<file path="src/rtl/stream_mux_arb_pkg.sv">
// Shared types and constants for the stream multiplexer/arbiter block.
// Select policy enum, default data width and the select-index width helper.
package mux_pkg;

    typedef enum logic [0:0] {
        MUX_MODE_SEL = 1'b0,
        MUX_MODE_RR  = 1'b1
    } mux_mode_e;

    localparam int MUX_WIDTH_DEFAULT = 32;

    // Index width is never allowed to collapse to zero bits.
    function automatic int sel_width(input int n);
        return (n > 2) ? $clog2(n) : 1;
    endfunction

endpackage

</file>
<file path="src/rtl/stream_mux_arb_if.sv">
// Handshake bundle between N_IN upstream channels, the select input and one downstream port.
// The master modport is the environment side, the slave modport is the mux itself.
interface stream_mux_arb_if #(
    parameter int WIDTH = mux_pkg::MUX_WIDTH_DEFAULT,
    parameter int N_IN  = 4
);
    localparam int SW = mux_pkg::sel_width(N_IN);

    logic [WIDTH-1:0] in_data_i [N_IN];
    logic [N_IN-1:0]  in_valid_i;
    logic [N_IN-1:0]  in_ready_o;
    logic [SW-1:0]    sel_i;
    logic [WIDTH-1:0] out_data_o;
    logic             out_valid_o;
    logic             out_ready_i;
    logic [SW-1:0]    out_src_o;

    modport master (
        output in_data_i, in_valid_i, sel_i, out_ready_i,
        input  in_ready_o, out_data_o, out_valid_o, out_src_o
    );

    modport slave (
        input  in_data_i, in_valid_i, sel_i, out_ready_i,
        output in_ready_o, out_data_o, out_valid_o, out_src_o
    );

endinterface

</file>
<file path="src/rtl/stream_mux_arb_rr_arbiter.sv">
// Circular first-valid search: grants the first requesting channel at or above ptr,
// wrapping from N_IN-1 back to 0.
module rr_arbiter
    import mux_pkg::*;
#(
    parameter int  N_IN = 4,
    localparam int SW   = sel_width(N_IN)
) (
    input  logic [N_IN-1:0] req,
    input  logic [SW-1:0]   ptr,
    output logic            gnt_vld,
    output logic [SW-1:0]   gnt_idx
);

    // ptr is always < N_IN, so a single conditional subtract is enough.
    function automatic logic [SW-1:0] wrap_add(input logic [SW-1:0] base, input int off);
        int sum;
        sum = int'(base) + off;
        if (sum >= N_IN) sum = sum - N_IN;
        return sum[SW-1:0];
    endfunction

    always_comb begin
        gnt_vld = 1'b0;
        gnt_idx = '0;
        for (int i = 0; i < N_IN; i++) begin
            if (!gnt_vld && req[wrap_add(ptr, i)]) begin
                gnt_vld = 1'b1;
                gnt_idx = wrap_add(ptr, i);
            end
        end
    end

endmodule

</file>
<file path="src/rtl/stream_mux_arb.sv">
// N_IN-to-1 valid/ready stream mux with a single registered output stage.
// Grant comes from sel_i (MUX_MODE_SEL) or a round-robin pointer (MUX_MODE_RR).
module stream_mux_arb
    import mux_pkg::*;
#(
    parameter int        WIDTH = MUX_WIDTH_DEFAULT,
    parameter int        N_IN  = 4,
    parameter mux_mode_e MODE  = MUX_MODE_SEL
) (
    input  logic            clk_i,
    input  logic            rst_ni,
    stream_mux_arb_if.slave bus
);

    localparam int            SW   = sel_width(N_IN);
    localparam logic [SW-1:0] LAST = SW'(N_IN - 1);

    logic             load_en;
    logic             xfer;
    logic             gnt_vld;
    logic [SW-1:0]    gnt_idx;
    logic [WIDTH-1:0] data_p1;
    logic [SW-1:0]    src_p1;
    logic             vld_p1;

    assign load_en = !vld_p1 || bus.out_ready_i;
    // rst_ni gates the handshake so no upstream beat is accepted while in reset.
    assign xfer    = gnt_vld && load_en && rst_ni;

    generate
        if (MODE == MUX_MODE_RR) begin : g_rr
            logic [SW-1:0] rr_ptr;

            rr_arbiter #(.N_IN(N_IN)) u_arb (
                .req     (bus.in_valid_i),
                .ptr     (rr_ptr),
                .gnt_vld (gnt_vld),
                .gnt_idx (gnt_idx)
            );

            always_ff @(posedge clk_i or negedge rst_ni) begin
                if (!rst_ni)   rr_ptr <= '0;
                else if (xfer) rr_ptr <= (gnt_idx == LAST) ? '0 : gnt_idx + 1'b1;
            end
        end else begin : g_sel
            always_comb begin
                gnt_vld = 1'b0;
                gnt_idx = bus.sel_i;
                if (int'(bus.sel_i) < N_IN) gnt_vld = bus.in_valid_i[bus.sel_i];
            end
        end
    endgenerate

    always_comb begin
        bus.in_ready_o = '0;
        if (xfer) bus.in_ready_o[gnt_idx] = 1'b1;
    end

    // ---- stage p1: output register ----
    always_ff @(posedge clk_i or negedge rst_ni) begin
        if (!rst_ni) begin
            vld_p1  <= 1'b0;
            data_p1 <= '0;
            src_p1  <= '0;
        end else if (load_en) begin
            vld_p1 <= gnt_vld;
            if (gnt_vld) begin
                data_p1 <= bus.in_data_i[gnt_idx];
                src_p1  <= gnt_idx;
            end
        end
    end

    assign bus.out_data_o  = data_p1;
    assign bus.out_src_o   = src_p1;
    assign bus.out_valid_o = vld_p1;

endmodule

</file>
<file path="src/flat_wrapper.sv">
// flat-port wrapper written by rule: the top's interface ports become plain ports
module stream_mux_arb_flat import mux_pkg::*;
#(
    parameter int        WIDTH = MUX_WIDTH_DEFAULT,
    parameter int        N_IN  = 4,
    parameter mux_mode_e MODE  = MUX_MODE_SEL
)
  (clk_i, rst_ni, bus_in_data_i, bus_in_valid_i, bus_sel_i, bus_out_ready_i, bus_in_ready_o, bus_out_data_o, bus_out_valid_o, bus_out_src_o);
  stream_mux_arb_if #(.WIDTH(WIDTH), .N_IN(N_IN)) bus_i ();
  input  logic clk_i;
  input  logic rst_ni;
  input wire logic [$bits(bus_i.in_data_i)-1:0] bus_in_data_i;
  input wire logic [$bits(bus_i.in_valid_i)-1:0] bus_in_valid_i;
  input wire logic [$bits(bus_i.sel_i)-1:0] bus_sel_i;
  input wire logic [$bits(bus_i.out_ready_i)-1:0] bus_out_ready_i;
  output wire logic [$bits(bus_i.in_ready_o)-1:0] bus_in_ready_o;
  output wire logic [$bits(bus_i.out_data_o)-1:0] bus_out_data_o;
  output wire logic [$bits(bus_i.out_valid_o)-1:0] bus_out_valid_o;
  output wire logic [$bits(bus_i.out_src_o)-1:0] bus_out_src_o;
  assign bus_i.in_data_i = {>>{bus_in_data_i}};
  assign bus_i.in_valid_i = bus_in_valid_i;
  assign bus_i.sel_i = bus_sel_i;
  assign bus_i.out_ready_i = bus_out_ready_i;
  assign bus_in_ready_o = bus_i.in_ready_o;
  assign bus_out_data_o = bus_i.out_data_o;
  assign bus_out_valid_o = bus_i.out_valid_o;
  assign bus_out_src_o = bus_i.out_src_o;
  stream_mux_arb #(.WIDTH(WIDTH), .N_IN(N_IN), .MODE(MODE)) u_core (.clk_i(clk_i), .rst_ni(rst_ni), .bus(bus_i));
endmodule
</file>
<file path="config.mk">
export PLATFORM = sky130hd
export DESIGN_NAME = stream_mux_arb_flat
export DESIGN_NICKNAME = d
export VERILOG_FILES = /design/src/rtl/stream_mux_arb_pkg.sv /design/src/rtl/stream_mux_arb_if.sv /design/src/rtl/stream_mux_arb_rr_arbiter.sv /design/src/rtl/stream_mux_arb.sv /design/src/flat_wrapper.sv
export SDC_FILE = /design/constraint.sdc
export NUM_CORES = 1
export LEC_CHECK = 0
export CORE_ASPECT_RATIO = 1.4
export CORE_UTILIZATION = 37
export CTS_BUF_LIST = sky130_fd_sc_hd__clkbuf_16
export CTS_CLUSTER_SIZE = 16
export DETAILED_ROUTE_END_ITERATION = 7
export PLACE_DENSITY_LB_ADDON = 0.1
export SLEW_MARGIN = 0
export SYNTH_ARGS = -nofsm -noshare
export SYNTH_HDL_FRONTEND = slang
export SYNTH_SLANG_ARGS = --single-unit
</file>
<file path="constraint.sdc">
create_clock -name clk_i -period 2.2 [get_ports clk_i]
set_input_delay 0.22 -clock clk_i [delete_from_list [all_inputs] [get_ports clk_i]]
set_output_delay 0.22 -clock clk_i [all_outputs]
set_load 0.03 [all_outputs]
</file>
==> reports/metrics.cfg, run 1 <==
[sta]
relSlewSlack_pct = 72.26
worst_pin_slew_ns = 0.4160
fin_skew_ns = 0.005284
drv_slew = 0
min_period_ns = 1.712
setup_viol = 0
fmax_mhz = 584.0
tns_ns = 0
hold_violations = 0
rsz0062_at_grt = false
finalCritPeriodShare_pct = 77.84

[die]
rows = 33
initial_utilization_pct = 38.69
ios = 176
dieArea_um2 = 6497
fp.dieH_um = 94.98
core_area_um2 = 5904
fp.dieW_um = 68.41

[logic_synthesis]
yosysSeqAreaShare_pct = 38.34
postSynthAreaPerCell_um2 = 17.71
synth_ff_type = dfrtp_1
ys_warn_count = 0
synth_cell_types = 20
synth_edf_count = 0
syn-num-nets = 266
synthCells = 129
ys_seq_elements = 35
synthArstFlopShare_pct = 100.0
netlist_area_um2 = 2285

[cts]
hold_buffers = 1
clk_pin_slew_ns = 0.05
cts.htree.levels = 2
cts_tree = done
post_cts_resized = 0
clock_path_buffers = 2
insertion_delay_ns = 0.27
clock-sinks = 35
cts_buffers = 5
root_buffer = clkbuf_16
postCtsSetupBuffers = 0

[run_status]
status = completed

[route]
routedWlPerCell_um = 16.99
vias = 1914
viasPerCell = 5.077
drtPass1Iterations = 4
finalWirelength_um = 6404
drtAntennaViolNets = 0
initialDrtViolationCount = 53
drc = 0

[worst_setup_path]
cp-start-kind = input port
cp-end-kind = register
cp.required_ns = 2.35
cp_max_fo = 33
worstSetupPathType = in2reg
critical_path_arrival_ns = 1.87

[finish]
multi_input_area_um2 = 1321
drive_above_1_share_pct = 27.69
final_common_cell = clkdlybuf4s50_1
fin_util_pct = 71.67
synthToLayoutAreaGrowth_pct = 85.21
final_cell_mix = 168 x clkdlybuf4s50_1, 35 x dfrtp_1, 32 x mux4_2
regArea_um2 = 875.8
finalNetCount = 443
n_fill_cell = 460
diodes = 0

[grt]
grt_max_degree = 34
grt_overflow = 0
grt_pass1_vias = 1981
grt_pass1_wl_um = 9363
antenna_found_initial = 0
grt_usage_pct = 20.29

[min_path]
hold_class = in2async

[pwr]
powerDensity_nw_per_um2 = 707.3
vdd_drop_max_mv = 0.4487
p_leak_nw = 1.751

[placement]
portBuffers = 175
place_congestion = 0.9049
dpl.hpwl_um = 5191

[flow_run]
maxCapViolCount = 0

==> worst max-delay path: stages <==
cell             delay, ns
clkdlybuf4s50_1       0.40
mux2_2                0.27
and3_1                0.23
nor2_4                0.11
buf_12                0.26
mux2_2                0.37
==> flip-flops by register name (all words and copies together), names as in the netlist <==
signal,cells
u_core.bus.out_src_o,2
u_core.bus.out_data_o,32
u_core.bus.out_valid_o,1
==> per-stage QoR <==
step / cell area (um2) / total power, mW / setup WS [ns] / instances / hold WS [ns]
floorplan: 2285 / 1.692 / 0.6014 / 129 / -0.07559
finish: 4232 / 2.993 / 0.4876 / 377 / 0.3400
global placement: 4085 / 2.340 / 0.2292 / 368 / 0.05508
CTS: 4232 / 3.034 / 0.4817 / 377 / 0.3274
global route: 4232 / 3.140 / 0.4019 / 377 / 0.3596
detailed placement: 4085 / 2.367 / 0.1920 / 368 / 0.05538
==> power by group <==
part / internal (mW) / switching, mW
clock network: 0.406 / 0.240
logic: 0.825 / 0.612
registers: 0.814 / 0.0953
==> cells in the mapped netlist, types with 2 or more instances <==
cell | number | area, um2
dfrtp_1 | 35 | 875.8
mux4_2 | 32 | 720.7
mux2_4 | 30 | 450.4
buf_2 | 4 | 20.02
buf_6 | 4 | 45.04
mux2_2 | 4 | 45.04
inv_1 | 3 | 11.26
nor2_1 | 3 | 11.26
and4_1 | 2 | 17.52
clkbuf_1 | 2 | 7.510
==> final cells by class <==
class                      count  area share, %
sequential                    35          20.70
clock buffer                   5          2.957
multi-input combinational     80          31.22
inverter                       3         0.2661
clock inverter                 3         0.2661
tap                           70          2.070
timing repair buffer         181          42.52
==> per-layer routing <==
| metal | vias to the layer above | global-route usage, % | routed length [um] |
|---|---|---|---|
| li1 | 871 | - | - |
| met1 | 934 | 22.30 | 2216 |
| met2 | 102 | 36.19 | 3511 |
| met3 | 7 | 6.039 | 574 |
| met4 | 0 | 6.424 | 102 |
| met5 | - | 0 | 0 |
==> cells by family (layout without fill, tap and decap cells) <==
family | count (synthesis) | count (layout) | synth area share, %
AOI/OAI and AO/OA | 2 | 2 | 0.5476
buffers and inverters | 14 | 192 | 3.833
DFF | 35 | 35 | 38.34
muxes | 67 | 67 | 53.67
and+or+nand+nor | 11 | 11 | 3.615
==> final timing paths <==
| check | from | endpoint | cells after the start | slack [ns] |
|---|---|---|---|---|
| max in group asynchronous | rst_ni | u_core.bus.out_data_o[13] | 3 | 1.24 |
| worst min register to register | u_core.bus.out_data_o[11] | u_core.bus.out_data_o[11] | 1 | 0.50 |
| worst max-delay path | bus_in_valid_i[2] | u_core.bus.out_data_o[13] | 6 | 0.49 |
| worst min-delay path | rst_ni | u_core.bus.out_data_o[17] | 2 | 0.34 |
| worst max register to register | u_core.bus.out_valid_o | u_core.bus.out_data_o[13] | 5 | 0.69 |
| min in group clk_i | bus_sel_i[0] | u_core.bus.out_valid_o | 4 | 0.48 |
No activity file was read; power rests on OpenSTA's default activity.
==> inputs of run 2 (changes only) <==
- CORE_UTILIZATION: 37 -> 31
- clock period: 2.2 -> 1.53 ns (I/O delays scaled with it)
==> run 2 against run 1 <==
  * The flow now finishes with violations (negative setup slack)
  * Worst setup slack lost 0.55 ns
  * Cell area grew 5.9%
  * Critical path depth shrank 1
  * Power grew 47%
==> reports/metrics.cfg, run 2 (same netlist as run 1, synthesis figures left out) <==
[sta]
fin_ws_ns = -0.06182  ; -0.5494 ns
drv_slew = 0  ; unchanged
rsz0062_at_grt = true
setup_viol = 4  ; +4
hold_violations = 0  ; unchanged
finalCritPeriodShare_pct = 104.0
worst_pin_slew_ns = 0.4036  ; -0.01239 ns
min_period_ns = 1.592
relSlewSlack_pct = 73.00  ; +0.74 points
fin_skew_ns = 0.003630  ; -0.001654 ns
fmax_mhz = 628.2

[grt]
antenna_found_initial = 0  ; unchanged
grt_pass1_wl_um = 10240  ; +9.4%
grt_usage_pct = 17.57  ; -2.7 points
grt_overflow = 0  ; unchanged
grt_pass1_vias = 2144  ; +8.2%
grt_max_degree = 27  ; -21%

[die]
fp.dieH_um = 103.6  ; +9.1%
ios = 176  ; unchanged
initial_utilization_pct = 32.51  ; -6.2 points
rows = 36  ; +9.1%
dieArea_um2 = 7722  ; +19%
core_area_um2 = 7027  ; +19%
fp.dieW_um = 74.56  ; +9.0%

[placement]
place_congestion = 0.6968  ; -23%
portBuffers = 175  ; unchanged
pre_cts_ws_ns = -0.3270  ; -0.5190 ns
dpl.hpwl_um = 5488  ; +5.7%

[route]
routedWlPerCell_um = 15.82  ; -6.9%
drtPass1Iterations = 3  ; -1
drtAntennaViolNets = 0  ; unchanged
finalWirelength_um = 6565  ; +2.5%
viasPerCell = 4.754  ; -6.4%
vias = 1973  ; +3.1%
initialDrtViolationCount = 41  ; -23%
drc = 0  ; unchanged

[finish]
final_cell_mix = 164 x clkdlybuf4s50_1, 34 x mux2_4, 34 x dfrtp_1
finalNetCount = 456  ; +2.9%
largest_register_ffs = 32  ; unchanged
n_fill_cell = 562  ; +22%
final_common_cell = clkdlybuf4s50_1
regArea_um2 = 877.1  ; +0.14%
multi_input_area_um2 = 1380  ; +4.5%
synthToLayoutAreaGrowth_pct = 96.22
diodes = 0  ; unchanged
drive_above_1_share_pct = 32.81  ; +5.1 points

[worst_setup_path]
reg2reg_setup_slack_ns = 0.01  ; -0.68 ns
cp-start-kind = register
worstSetupPathType = reg2out
path_depth = 5  ; -1
cp_cell_sequence = nand2b_4, nor3b_4, buf_4, and4_1, buf_6
reg2reg_depth = 6  ; +1
r2r_start = u_core.bus.out_valid_o
critical_path_arrival_ns = 1.44  ; -0.43 ns
slowest_stage = dfrtp_2
max_stage_delay_ns = 0.42  ; +0.02 ns
r2r-end = u_core.bus.out_data_o[1]
path_delay_family = simple AND/OR/NAND/NOR gates
cp.required_ns = 1.38  ; -0.97 ns
cp-end-kind = output pin
cp-endpoint = bus_in_ready_o[0]
cp_max_fo = 3  ; -91%
crit_start = u_core.bus.out_valid_o
path_buf_inv = 2  ; unchanged

[flow_run]
maxCapViolCount = 0  ; unchanged

[pwr]
vdd_drop_max_mv = 0.4773  ; +6.4%
powerDensity_nw_per_um2 = 978.1  ; +38%
total_power_mw = 4.385  ; +47%
p_leak_nw = 1.882  ; +7.5%

[cts]
cts.htree.levels = 2  ; unchanged
clk_pin_slew_ns = 0.05  ; about the same
insertion_delay_ns = 0.27  ; about the same
clock_path_buffers = 2  ; unchanged
cts_buffers = 5  ; unchanged
root_buffer = clkbuf_16
cts_tree = done
clock-sinks = 35  ; unchanged

[run_status]
violations = negative setup slack
status = finished, violations left

[min_path]
worstHoldStart = bus_in_valid_i[2]
hold_class = in2reg

[run 2: cell types whose count changed in the layout (fill, tap and decap cells not counted), moves of 3 or more]
cell	delta
buf_6	+5
buf_12	+3
buf_4	+4
mux2_2	-4
clkdlybuf4s50_1	-4
mux2_4	+4
[run 2: area by class of cell]
cell class	count	share of cell area [%]
Clock buffer	5	2.791
Sequential cell	35	19.56
Multi-Input combinational cell	80	30.78
Tap cell	95	2.651
Clock inverter	3	0.2791
Inverter	3	0.2512
Timing Repair Buffer	194	43.68
[run 2: metal layers]
layer | wire length, um | track usage (%)
met5 | 0 | 0
met4 | 237 | 8.086
met3 | 669 | 5.253
met2 | 3537 | 31.40
met1 | 2121 | 17.93
[run 2: worst min path at each step]
stage | end | slack [ns] | cells past startpoint
after global routing | u_core.bus.out_valid_o | 0.35 | 4
after global placement | u_core.bus.out_data_o[16] | 0.05 | 1
after floorplan | u_core.bus.out_data_o[0] | -0.14 | 0
after CTS | u_core.bus.out_valid_o | 0.37 | 4
final | u_core.bus.out_valid_o | 0.33 | 4
after detailed placement | u_core.bus.out_data_o[17] | 0.05 | 1
[run 2: report_power, final]
part / leakage [nW] / total (mW) / switching [mW] / internal (mW)
Clock: 0.0762 / 0.933 / 0.346 / 0.587
Combinational: 1.40 / 2.14 / 0.899 / 1.24
Sequential: 0.407 / 1.31 / 0.138 / 1.17
[run 2: repair_timing]
action	CTS	global route
hold buffers	2	0
hold endpoints to repair	9	0
resized for setup	10	12
setup buffers	3	1
pin swaps	6	3
endpoints found under the setup margin	37	38
[run 2: worst min-delay path, stage by stage]
cell and delay, ns:
dlymetal6s2s_1 0.09, mux2_4 0.15, nor2_1 0.03, o21ai_0 0.14
[run 2: through the flow]
step           hold slack [ns]  area [um2]  setup TNS, ns  utilization (%)  std cells
2_1_floorplan          -0.1426        2286              0                -        129
3_3_place_gp           0.04503        4223         -10.14            60.10        402
3_5_place_dp           0.04687        4223         -10.58            60.10        402
4_1_cts                 0.3726        4425        -0.5397            62.98        414
5_1_grt                 0.3462        4483         -1.346            63.80        415
6_report                0.3277        4483        -0.1413            63.80        415
